[src/rtl/fpu_mult_pipe_if.sv]
// Operand/result handshake bundle for the pipelined floating-point multiplier.
// The master drives operands and consumes results; the slave is the multiplier.
interface fpu_mult_pipe_if #(
    parameter int EXP_W = 5,
    parameter int MAN_W = 10
);
    localparam int W = 1 + EXP_W + MAN_W;

    logic         in_valid;
    logic         in_ready;
    logic [W-1:0] a;
    logic [W-1:0] b;
    logic         rnd_mode;
    logic         out_valid;
    logic         out_ready;
    logic [W-1:0] result;
    logic [3:0]   flags;

    modport master (
        output in_valid, a, b, rnd_mode, out_ready,
        input  in_ready, out_valid, result, flags
    );

    modport slave (
        input  in_valid, a, b, rnd_mode, out_ready,
        output in_ready, out_valid, result, flags
    );
endinterface

[src/rtl/fpu_mult_pipe.sv]
// 3-stage floating-point multiplier: decode/multiply, normalise, round/pack.
// Subnormals are flushed on input and output; one global advance stalls every stage.
module fpu_mult_pipe #(
    parameter int EXP_W = 5,
    parameter int MAN_W = 10
) (
    input  logic           clk,
    input  logic           rst,
    fpu_mult_pipe_if.slave bus
);
    localparam int W      = 1 + EXP_W + MAN_W;
    localparam int PW     = 2 * MAN_W + 2;
    localparam int EW     = EXP_W + 2;
    localparam int BIAS   = (1 << (EXP_W - 1)) - 1;
    localparam int EMAX   = (1 << EXP_W) - 1;
    localparam int STAGES = 3;

    localparam logic [W-1:0] QNAN = {1'b0, {EXP_W{1'b1}}, 1'b1, {(MAN_W-1){1'b0}}};

    typedef struct packed {
        logic          sign;
        logic [EW-1:0] exp;
        logic [PW-1:0] prod;
        logic          rnd;
        logic          spec;
        logic [W-1:0]  spec_res;
        logic [3:0]    spec_flags;
    } s1_t;

    typedef struct packed {
        logic             sign;
        logic [EW-1:0]    exp;
        logic [MAN_W-1:0] mant;
        logic             guard;
        logic             sticky;
        logic             rnd;
        logic             spec;
        logic [W-1:0]     spec_res;
        logic [3:0]       spec_flags;
    } s2_t;

    logic [STAGES:1] vld_pipe;
    logic            adv;
    s1_t             s1_d, s1_q;
    s2_t             s2_d, s2_q;
    logic [W-1:0]    res_d, res_q;
    logic [3:0]      flags_d, flags_q;

    assign adv           = !vld_pipe[STAGES] || bus.out_ready;
    assign bus.in_ready  = adv;
    assign bus.out_valid = vld_pipe[STAGES];
    assign bus.result    = res_q;
    assign bus.flags     = flags_q;

    // S1: classify and multiply
    logic             sa, sb;
    logic [EXP_W-1:0] ea, eb;
    logic [MAN_W-1:0] ma, mb;
    logic             a_nan, b_nan, a_inf, b_inf, a_zero, b_zero, snan;

    assign {sa, ea, ma} = bus.a;
    assign {sb, eb, mb} = bus.b;
    assign a_nan  = (&ea) && (|ma);
    assign b_nan  = (&eb) && (|mb);
    assign a_inf  = (&ea) && !(|ma);
    assign b_inf  = (&eb) && !(|mb);
    assign a_zero = !(|ea);
    assign b_zero = !(|eb);
    assign snan   = (a_nan && !ma[MAN_W-1]) || (b_nan && !mb[MAN_W-1]);

    always_comb begin
        s1_d            = '0;
        s1_d.sign       = sa ^ sb;
        s1_d.exp        = EW'(ea) + EW'(eb) - EW'(BIAS);
        s1_d.prod       = PW'({1'b1, ma}) * PW'({1'b1, mb});
        s1_d.rnd        = bus.rnd_mode;
        if (a_nan || b_nan || (a_inf && b_zero) || (a_zero && b_inf)) begin
            s1_d.spec       = 1'b1;
            s1_d.spec_res   = QNAN;
            s1_d.spec_flags = {(a_inf && b_zero) || (a_zero && b_inf) || snan, 3'b000};
        end else if (a_inf || b_inf) begin
            s1_d.spec     = 1'b1;
            s1_d.spec_res = {sa ^ sb, {EXP_W{1'b1}}, {MAN_W{1'b0}}};
        end else if (a_zero || b_zero) begin
            s1_d.spec     = 1'b1;
            s1_d.spec_res = {sa ^ sb, {(W-1){1'b0}}};
        end
    end

    // S2: normalise so the leading one sits just above the mantissa field
    logic [PW-2:0] norm;

    always_comb begin
        norm            = s1_q.prod[PW-1] ? s1_q.prod[PW-2:0] : {s1_q.prod[PW-3:0], 1'b0};
        s2_d            = '0;
        s2_d.sign       = s1_q.sign;
        s2_d.exp        = s1_q.exp + EW'(s1_q.prod[PW-1]);
        s2_d.mant       = norm[PW-2 -: MAN_W];
        s2_d.guard      = norm[MAN_W];
        s2_d.sticky     = |norm[MAN_W-1:0];
        s2_d.rnd        = s1_q.rnd;
        s2_d.spec       = s1_q.spec;
        s2_d.spec_res   = s1_q.spec_res;
        s2_d.spec_flags = s1_q.spec_flags;
    end

    // S3: round, then range-check the (possibly carried) exponent
    logic          inc, inexact;
    logic [MAN_W:0] mant_r;
    logic [EW-1:0] exp_r;

    always_comb begin
        inc     = !s2_q.rnd && s2_q.guard && (s2_q.sticky || s2_q.mant[0]);
        inexact = s2_q.guard || s2_q.sticky;
        mant_r  = {1'b0, s2_q.mant} + (MAN_W+1)'(inc);
        exp_r   = s2_q.exp + EW'(mant_r[MAN_W]);
        res_d   = {s2_q.sign, exp_r[EXP_W-1:0], mant_r[MAN_W-1:0]};
        flags_d = {3'b000, inexact};
        if (s2_q.spec) begin
            res_d   = s2_q.spec_res;
            flags_d = s2_q.spec_flags;
        end else if (!exp_r[EW-1] && exp_r >= EW'(EMAX)) begin
            flags_d = 4'b0101;
            res_d   = s2_q.rnd ? {s2_q.sign, EXP_W'(EMAX - 1), {MAN_W{1'b1}}}
                               : {s2_q.sign, {EXP_W{1'b1}}, {MAN_W{1'b0}}};
        end else if (exp_r[EW-1] || exp_r == '0) begin
            flags_d = 4'b0011;
            res_d   = {s2_q.sign, {(W-1){1'b0}}};
        end
    end

    always_ff @(posedge clk) begin
        if (rst) begin
            vld_pipe <= '0;
            res_q    <= '0;
            flags_q  <= '0;
        end else if (adv) begin
            vld_pipe <= {vld_pipe[STAGES-1:1], bus.in_valid};
            if (vld_pipe[STAGES-1]) begin
                res_q   <= res_d;
                flags_q <= flags_d;
            end
        end
    end

    always_ff @(posedge clk) begin
        if (adv) begin
            s1_q <= s1_d;
            s2_q <= s2_d;
        end
    end
endmodule

[src/flat_wrapper.sv]
// flat-port wrapper written by rule: the top's interface ports become plain ports
module fpu_mult_pipe_flat 
#(
    parameter int EXP_W = 5,
    parameter int MAN_W = 10
)
  (clk, rst, bus_in_valid, bus_a, bus_b, bus_rnd_mode, bus_out_ready, bus_in_ready, bus_out_valid, bus_result, bus_flags);
  fpu_mult_pipe_if #(.EXP_W(EXP_W), .MAN_W(MAN_W)) bus_i ();
  input  logic clk;
  input  logic rst;
  input wire logic [$bits(bus_i.in_valid)-1:0] bus_in_valid;
  input wire logic [$bits(bus_i.a)-1:0] bus_a;
  input wire logic [$bits(bus_i.b)-1:0] bus_b;
  input wire logic [$bits(bus_i.rnd_mode)-1:0] bus_rnd_mode;
  input wire logic [$bits(bus_i.out_ready)-1:0] bus_out_ready;
  output wire logic [$bits(bus_i.in_ready)-1:0] bus_in_ready;
  output wire logic [$bits(bus_i.out_valid)-1:0] bus_out_valid;
  output wire logic [$bits(bus_i.result)-1:0] bus_result;
  output wire logic [$bits(bus_i.flags)-1:0] bus_flags;
  assign bus_i.in_valid = bus_in_valid;
  assign bus_i.a = bus_a;
  assign bus_i.b = bus_b;
  assign bus_i.rnd_mode = bus_rnd_mode;
  assign bus_i.out_ready = bus_out_ready;
  assign bus_in_ready = bus_i.in_ready;
  assign bus_out_valid = bus_i.out_valid;
  assign bus_result = bus_i.result;
  assign bus_flags = bus_i.flags;
  fpu_mult_pipe #(.EXP_W(EXP_W), .MAN_W(MAN_W)) u_core (.clk(clk), .rst(rst), .bus(bus_i));
endmodule
[config.mk]
export PLATFORM = sky130hd
export DESIGN_NAME = fpu_mult_pipe_flat
export DESIGN_NICKNAME = d
export VERILOG_FILES = /design/src/rtl/fpu_mult_pipe_if.sv /design/src/rtl/fpu_mult_pipe.sv /design/src/flat_wrapper.sv
export SDC_FILE = /design/constraint.sdc
export NUM_CORES = 1
export LEC_CHECK = 0
export ABC_AREA = 1
export ABC_CLOCK_PERIOD_IN_PS = 10700
export CORE_MARGIN = 2
export CORE_UTILIZATION = 53
export CTS_CLUSTER_DIAMETER = 120
export DETAILED_ROUTE_END_ITERATION = 7
export PLACE_DENSITY = 0.7
export SYNTH_ARGS = -nofsm -noshare
export SYNTH_HDL_FRONTEND = slang
export SYNTH_SLANG_ARGS = --single-unit
[constraint.sdc]
create_clock -name clk -period 10.7 [get_ports clk]
set_input_delay 1.605 -clock clk [delete_from_list [all_inputs] [get_ports clk]]
set_output_delay 1.605 -clock clk [all_outputs]
set_load 0.05 [all_outputs]
After elaboration in Yosys (flattened, before gate mapping) --
Cells that the tools add are included.
Storage, ports and cells: word-level logic and storage cells 81, output and inout bits 22, flip-flop bits (word level) 117, bits of input ports 37
Operators by class: reduce and logical (&&, ||, !) cells 42, muxes and demuxes 10, add/sub/neg operators 5, multipliers 1, bitwise operators 1, magnitude comparators 1
Operator list (count):
- 2-to-1 mux 16 bit | 2
- 2-to-1 mux 15 bit | 2
- OR reduction 10 bit | 3
- multiplier 11 x 11 -> 22 bit | 1
- 2-to-1 mux 21 bit | 1
- 2-to-1 mux 17 bit | 1
- adder 7 x 1 -> 7 bit | 2
- logical OR 1 bit | 12
- adder 10 x 1 -> 11 bit | 1
- logical AND 1 bit | 11
- 2-to-1 mux 11 bit | 1
- AND reduction 5 bit | 2
- OR reduction 5 bit | 2
- zero test 1 bit | 9
- 2-to-1 mux 4 bit | 2
- greater-or-equal comparator 7 x 5 -> 1 bit, second input constant | 1
- zero test 7 bit | 1
- subtractor 7 x 4 -> 7 bit, second input constant | 1
- adder 5 x 5 -> 6 bit | 1
- 2-to-1 mux 2 bit | 1
- AND reduction 2 bit | 1
- OR reduction 2 bit | 1
- bitwise XOR 1 bit | 1

Longest topological paths before layout --
depth after elaboration 10, depth in mapped cells 22, depth with buffers taken out 22

Worst setup path after synthesis --
No wires, ideal clock.
path kind in2reg, from input port bus_a[5], to register u_core.s1_q[38] in the netlist's numbering, data pin, setup slack 4.660 ns, data arrival time 5.781 ns, path buffers 1, stages 19, library setup time 0.259 ns, cell sequence clkbuf_1 nand2_1 fa_1 inv_1 fa_1 inv_1 fa_1 inv_1 fa_1 inv_1 fa_1 inv_1 ha_1 a21oi_1 o21ai_0 a21oi_1 nand2_1 a21oi_1 xnor2_1
RTL lines:
- from (decl) | RTL line flat_wrapper.sv:12 | input wire logic [$bits(bus_i.a)-1:0] bus_a;
- to (signal assigned) | RTL line fpu_mult_pipe.sv:148 | s1_q <= s1_d;
- to (decl) | RTL line fpu_mult_pipe.sv:44 | s1_t s1_d, s1_q;

==> qor.csv <==
stage,metric,value,unit
run_status,status,"complete, no violations",
detailed_routing,via count,6072,
logic_synthesis,"Net Count, Synth",1157,
placement,placed cells,1211,
cts,"Setup Fix Bufs, Post-CTS",0,
worst_setup_path,slowest cell delay on critical path,0.82,ns
cts,clk_lat worst skew,0.34,ns
logic_synthesis,mean post-synth cell area,8.555,sq um
timing,FMAX,153.3,MHz
final_layout,Final Non-Filler Cells,1227,
worst_setup_path,critical path arrival,6.61,ns
cts,H-tree depth,3,
power,Peak VDD IR,105.3,uV
logic_synthesis,Post-synth top flop,edfxtp_1,
logic_synthesis,Ys Warns,0,
floorplanning,Die Y-Extent,129.0,um
timing,Worst slew margin,45.93,%
floorplanning,Rows,45,
final_layout,area delta synth->final,12.46,%
timing,final setup fails,0,
worst_setup_path,crit path cell chain,"clkdlybuf4s50_1, nand2_1, fa_1, inv_1, fa_1, inv_1, fa_1, inv_1, fa_1, inv_1, fa_1, inv_1, ha_1, a21oi_1, o21ai_0, a21oi_1, nand2_1, a21oi_1, xnor2_1",
logic_synthesis,Mapped Cells,968,
cts,CTS buffer count,9,
placement,Port Buffers,58,
detailed_routing,wire length per cell,12.91,um
detailed_routing,Vias/cell,4.949,
floorplanning,Core ar.,15260,sq um
floorplanning,I/O pin count,59,
global_route,first-pass GRT wire length,27.91,mm
final_layout,Layout Utilization,61.04,%
logic_synthesis,top-area cell type share of the netlist area,22.48,%
logic_synthesis,sequential area share after synthesis,28.04,%
power,Pwr per Cell Area,237.9,nW/um^2
power,Pwr Total,2.216,mW
worst_setup_path,CP Launch Type,primary input,
detailed_routing,WL final,15.84,mm
cts,clk root buf,clkbuf_16,
worst_setup_path,Worst EP required,10.79,ns
timing,"Slew Viols, Final",0,
logic_synthesis,register bit total from synthesis,85,
global_route,largest net degree at the start of global routing,66,
cts,"Clk pin slew, worst setup/hold paths",0.06,ns
global_route,GRT overflow,0,
global_route,vias in the first global route,6092,
cts,CTS tree,built,
floorplanning,Die Wd,129.0,um
timing,worst slew pin tran,0.8085,ns
worst_setup_path,Crit Path Class,primary input to flop,
logic_synthesis,Synth area leaders,"edfxtp_1, fa_1, ha_1",
timing,crit path time final,6.522,ns
logic_synthesis,Synth async-reset ratio,0,%
floorplanning,Starting Density,54.28,%
worst_setup_path,R2R cell count,19,
final_layout,Inserted Diodes,0,
logic_synthesis,Unique masters post-synth,45,
hold_path,Hold WC Path Type,flop to flop,
power,Leak Pwr,4.682,nW
timing,total negative slack,0,ns
job,Max-Cap Viols,0,
timing,RSZ-0062 raised after global routing,false,
floorplanning,full die area,16640,sq um
cts,# resized after CTS,0,
worst_setup_path,CP Capture Type,flop,
timing,worst clock skew,0.006842,ns
logic_synthesis,Syn Std Cell Area,8282,sq um
cts,clk buf depth,2,
detailed_routing,Post-DRT Antenna Nets,0,
logic_synthesis,Synth area leader,edfxtp_1,
worst_setup_path,Slowest cell on crit path,clkdlybuf4s50_1,
detailed_routing,DRC Markers,0,
final_layout,share of cells above drive strength 1,6.496,%
cts,Hold Buf Count CTS,0,
cts,total clock sinks,85,
timing,"Hold Violations, Final",0,
logic_synthesis,"EDFF count, synth",62,
placement,hpwl dp,13.11,mm
worst_setup_path,Max Fanout on Critical Path,12,
detailed_routing,DR pass1 iterations,5,
hold_path,hold path cells,0,
global_route,Total GRT Usage,20.98,%
timing,period utilization,60.96,%
final_layout,Final Net Count,1200,
global_route,initial antenna violation count,0,
detailed_routing,initial DRC count,274,
placement,gpl congestion,0.9005,
-- area by class of cell --
class | instances | area, sq um
clock buffers | 9 | 225.2
clock inverters | 7 | 73.82
fillers | 1364 | 5944
inverters | 226 | 855.8
multi-input cells | 629 | 4977
flip-flops and latches | 85 | 2322
well taps | 211 | 264.0
repair buffers | 60 | 595.6
-- cell families after synthesis --
group	synth area share [%]
multiplexers	0.1360
adder cells (fa/ha/maj)	30.31
flip-flops	28.04
buffers and inverters	11.86
AO/OA/AOI/OAI	6.164
XOR/XNOR	3.807
AND/OR/NAND/NOR	19.69
-- worst max-delay path: cells and delay by family --
family	cells	cell delay, ns
adder cells (fa/ha/maj)	6	2.90
buffers and inverters	6	1.07
AO/OA/AOI/OAI	4	0.71
AND/OR/NAND/NOR	2	0.25
XOR/XNOR	1	0.08
-- flip-flops by register name, summed over array words and instances, names as in the netlist --
register and cells:
u_core.bus.result 16, u_core.s2_q 26, u_core.s1_q 36, u_core.vld_pipe 3
u_core.bus.flags 4
-- report_power, final --
part | internal [mW] | switching (mW)
Clock | 0.182 | 0.126
Combinational | 0.515 | 0.809
Sequential | 0.522 | 0.0613
Total | 1.22 | 0.997
-- worst paths after layout --
path                                      start               endpoint  slack, ns
worst max-delay path                   bus_a[5]        u_core.s1_q[38]       4.18
worst max register to register  u_core.s2_q[24]  u_core.bus.result[10]       7.55
worst min register to register  u_core.s1_q[17]        u_core.s2_q[18]       0.42
worst min-delay path            u_core.s1_q[17]        u_core.s2_q[18]       0.42
-- layer usage --
metal,global-route usage (%),up-vias,share of wire [%]
li1,-,3083,-
met1,26.85,2844,44
met2,38.13,128,51
met5,0,-,0
met3,2.079,17,3.4
met4,5.563,0,1.4
-- synth_stat cells (12+ instances only) --
cell      instances
inv_1           223
nand2_1         216
fa_1             81
ha_1             71
edfxtp_1         62
nor2_1           43
nand3_1          35
a21oi_1          33
xor2_1           24
clkbuf_1         23
dfxtp_1          23
o21ai_0          17
nand3_2          14
xnor2_1          12
-- cell usage in the layout (no fill, tap or decap), drive strengths merged, types with 24 or more instances in the layout --
cell type,synthesis,routed
edfxtp,62,62
nor2,50,50
clkdlybuf4s50,0,58
fa,81,81
inv,226,228
nand2,224,224
ha,71,71
nand3,49,49
xor2,24,24
a21oi,43,43
-- per-stage QoR --
stage          instance area (sq um)  worst slack [ns]  hold WS, ns
2_1_floorplan                   8282             4.660       0.4003
3_3_place_gp                    9015             3.854       0.4045
3_5_place_dp                    9015             3.827       0.4075
4_1_cts                         9314             4.189       0.4220
5_1_grt                         9314             3.827       0.4373
6_report                        9314             4.178       0.4205
Note: power is estimated with default switching activity, not from simulation.
==> RTL edit (config.mk and constraints unchanged) <==
Make the reset (`rst`) asynchronous in one clocked block.
--- a/src/rtl/fpu_mult_pipe.sv
+++ b/src/rtl/fpu_mult_pipe.sv
@@ -130,5 +130,5 @@
     end
 
-    always_ff @(posedge clk) begin
+    always_ff @(posedge clk or posedge rst) begin
         if (rst) begin
             vld_pipe <= '0;
Function: differs if rst is asserted again (counterexample within 4 cycles, from zero or initial values and one cycle with rst high); with rst held inactive, the same outputs for 10 cycles.
==> RTL edit against the unedited design <==
  * Synthesized area shrank 1.6%
  * Largest cell class unchanged
  * Worst setup slack gained 17 ps
  * Sequential power grew 13%
  * Total power grew 15%
  * Cell area shrank 0.89%
  * Sequential cell count is the same
  * Count of clock-buffer cells in the layout grew 1
  * Worst hold slack is essentially flat
  * Wire length shrank 2.7%
  * Core utilization grew 0.14 points
  * Clock power grew 21%
==> RTL edit: results <==
final_layout:
  clk_share: 0.0394
  area_growth_pct: 13.2
  multi_input_gates: 625
  buf_share: 0.0637
  final_nets: 1189
critical_path:
  reg2reg_depth: 23
  r2r_slack_ps: 7180
  arrival_ps: 6590
placed_design:
  gpl.final_weighted_congestion: 0.859
  place_inst: 1177
  place_area_mm2: 0.00887
  dp_slack_ps: 3830
synthesis:
  synth_cells: 955
  ys_top_cells_by_area: "edfxtp_1 23%, fa_1 20%, nand2_1 11%"
power:
  leakagePower_nw: 4.86
  internal_power_w: 0.00141
  p_per_area_mw_per_mm2: 277
  peakVddDrop_uv: 147
timing:
  timing.slew.headroom: 0.450
  clock_skew_ps: 7.89
detailed_routing:
  routedWlPerCell_um: 12.9
  vias: 5886
min_path:
  whs_endpoint: "u_core.s2_q[19]"
  hp-start: "u_core.s1_q[19]"
outcome:
  status: "finished, final reports clean"
==> RTL edit: changes by cell type after synthesis, moves of 7 or more <==
cell | before | now
nand2_1 | 216 | 244
a21oi_2 | 10 | 1
inv_1 | 223 | 215
nand3_2 | 14 | 2
nand3_1 | 35 | 28
dfrtp_1 | 0 | 23
nor2_1 | 43 | 62
dfxtp_1 | 23 | 0
==> RTL edit: kinds of logic after synthesis <==
group           after synthesis  share of synthesized area
mux                           1                    0.00138
xor+xnor                     38                     0.0440
buf+inv                     245                      0.115
compound gates               73                     0.0513
simple gates                361                      0.182
flops                        85                      0.299
fa+ha+maj                   152                      0.308
==> RTL edit: routing by layer <==
metal,share of wire,GRT usage,vias to the layer above
li1,-,-,2997
met1,0.45,0.270,2753
met2,0.50,0.361,120
met3,0.040,0.0255,16
met4,0.014,0.0569,0
met5,0,0,-
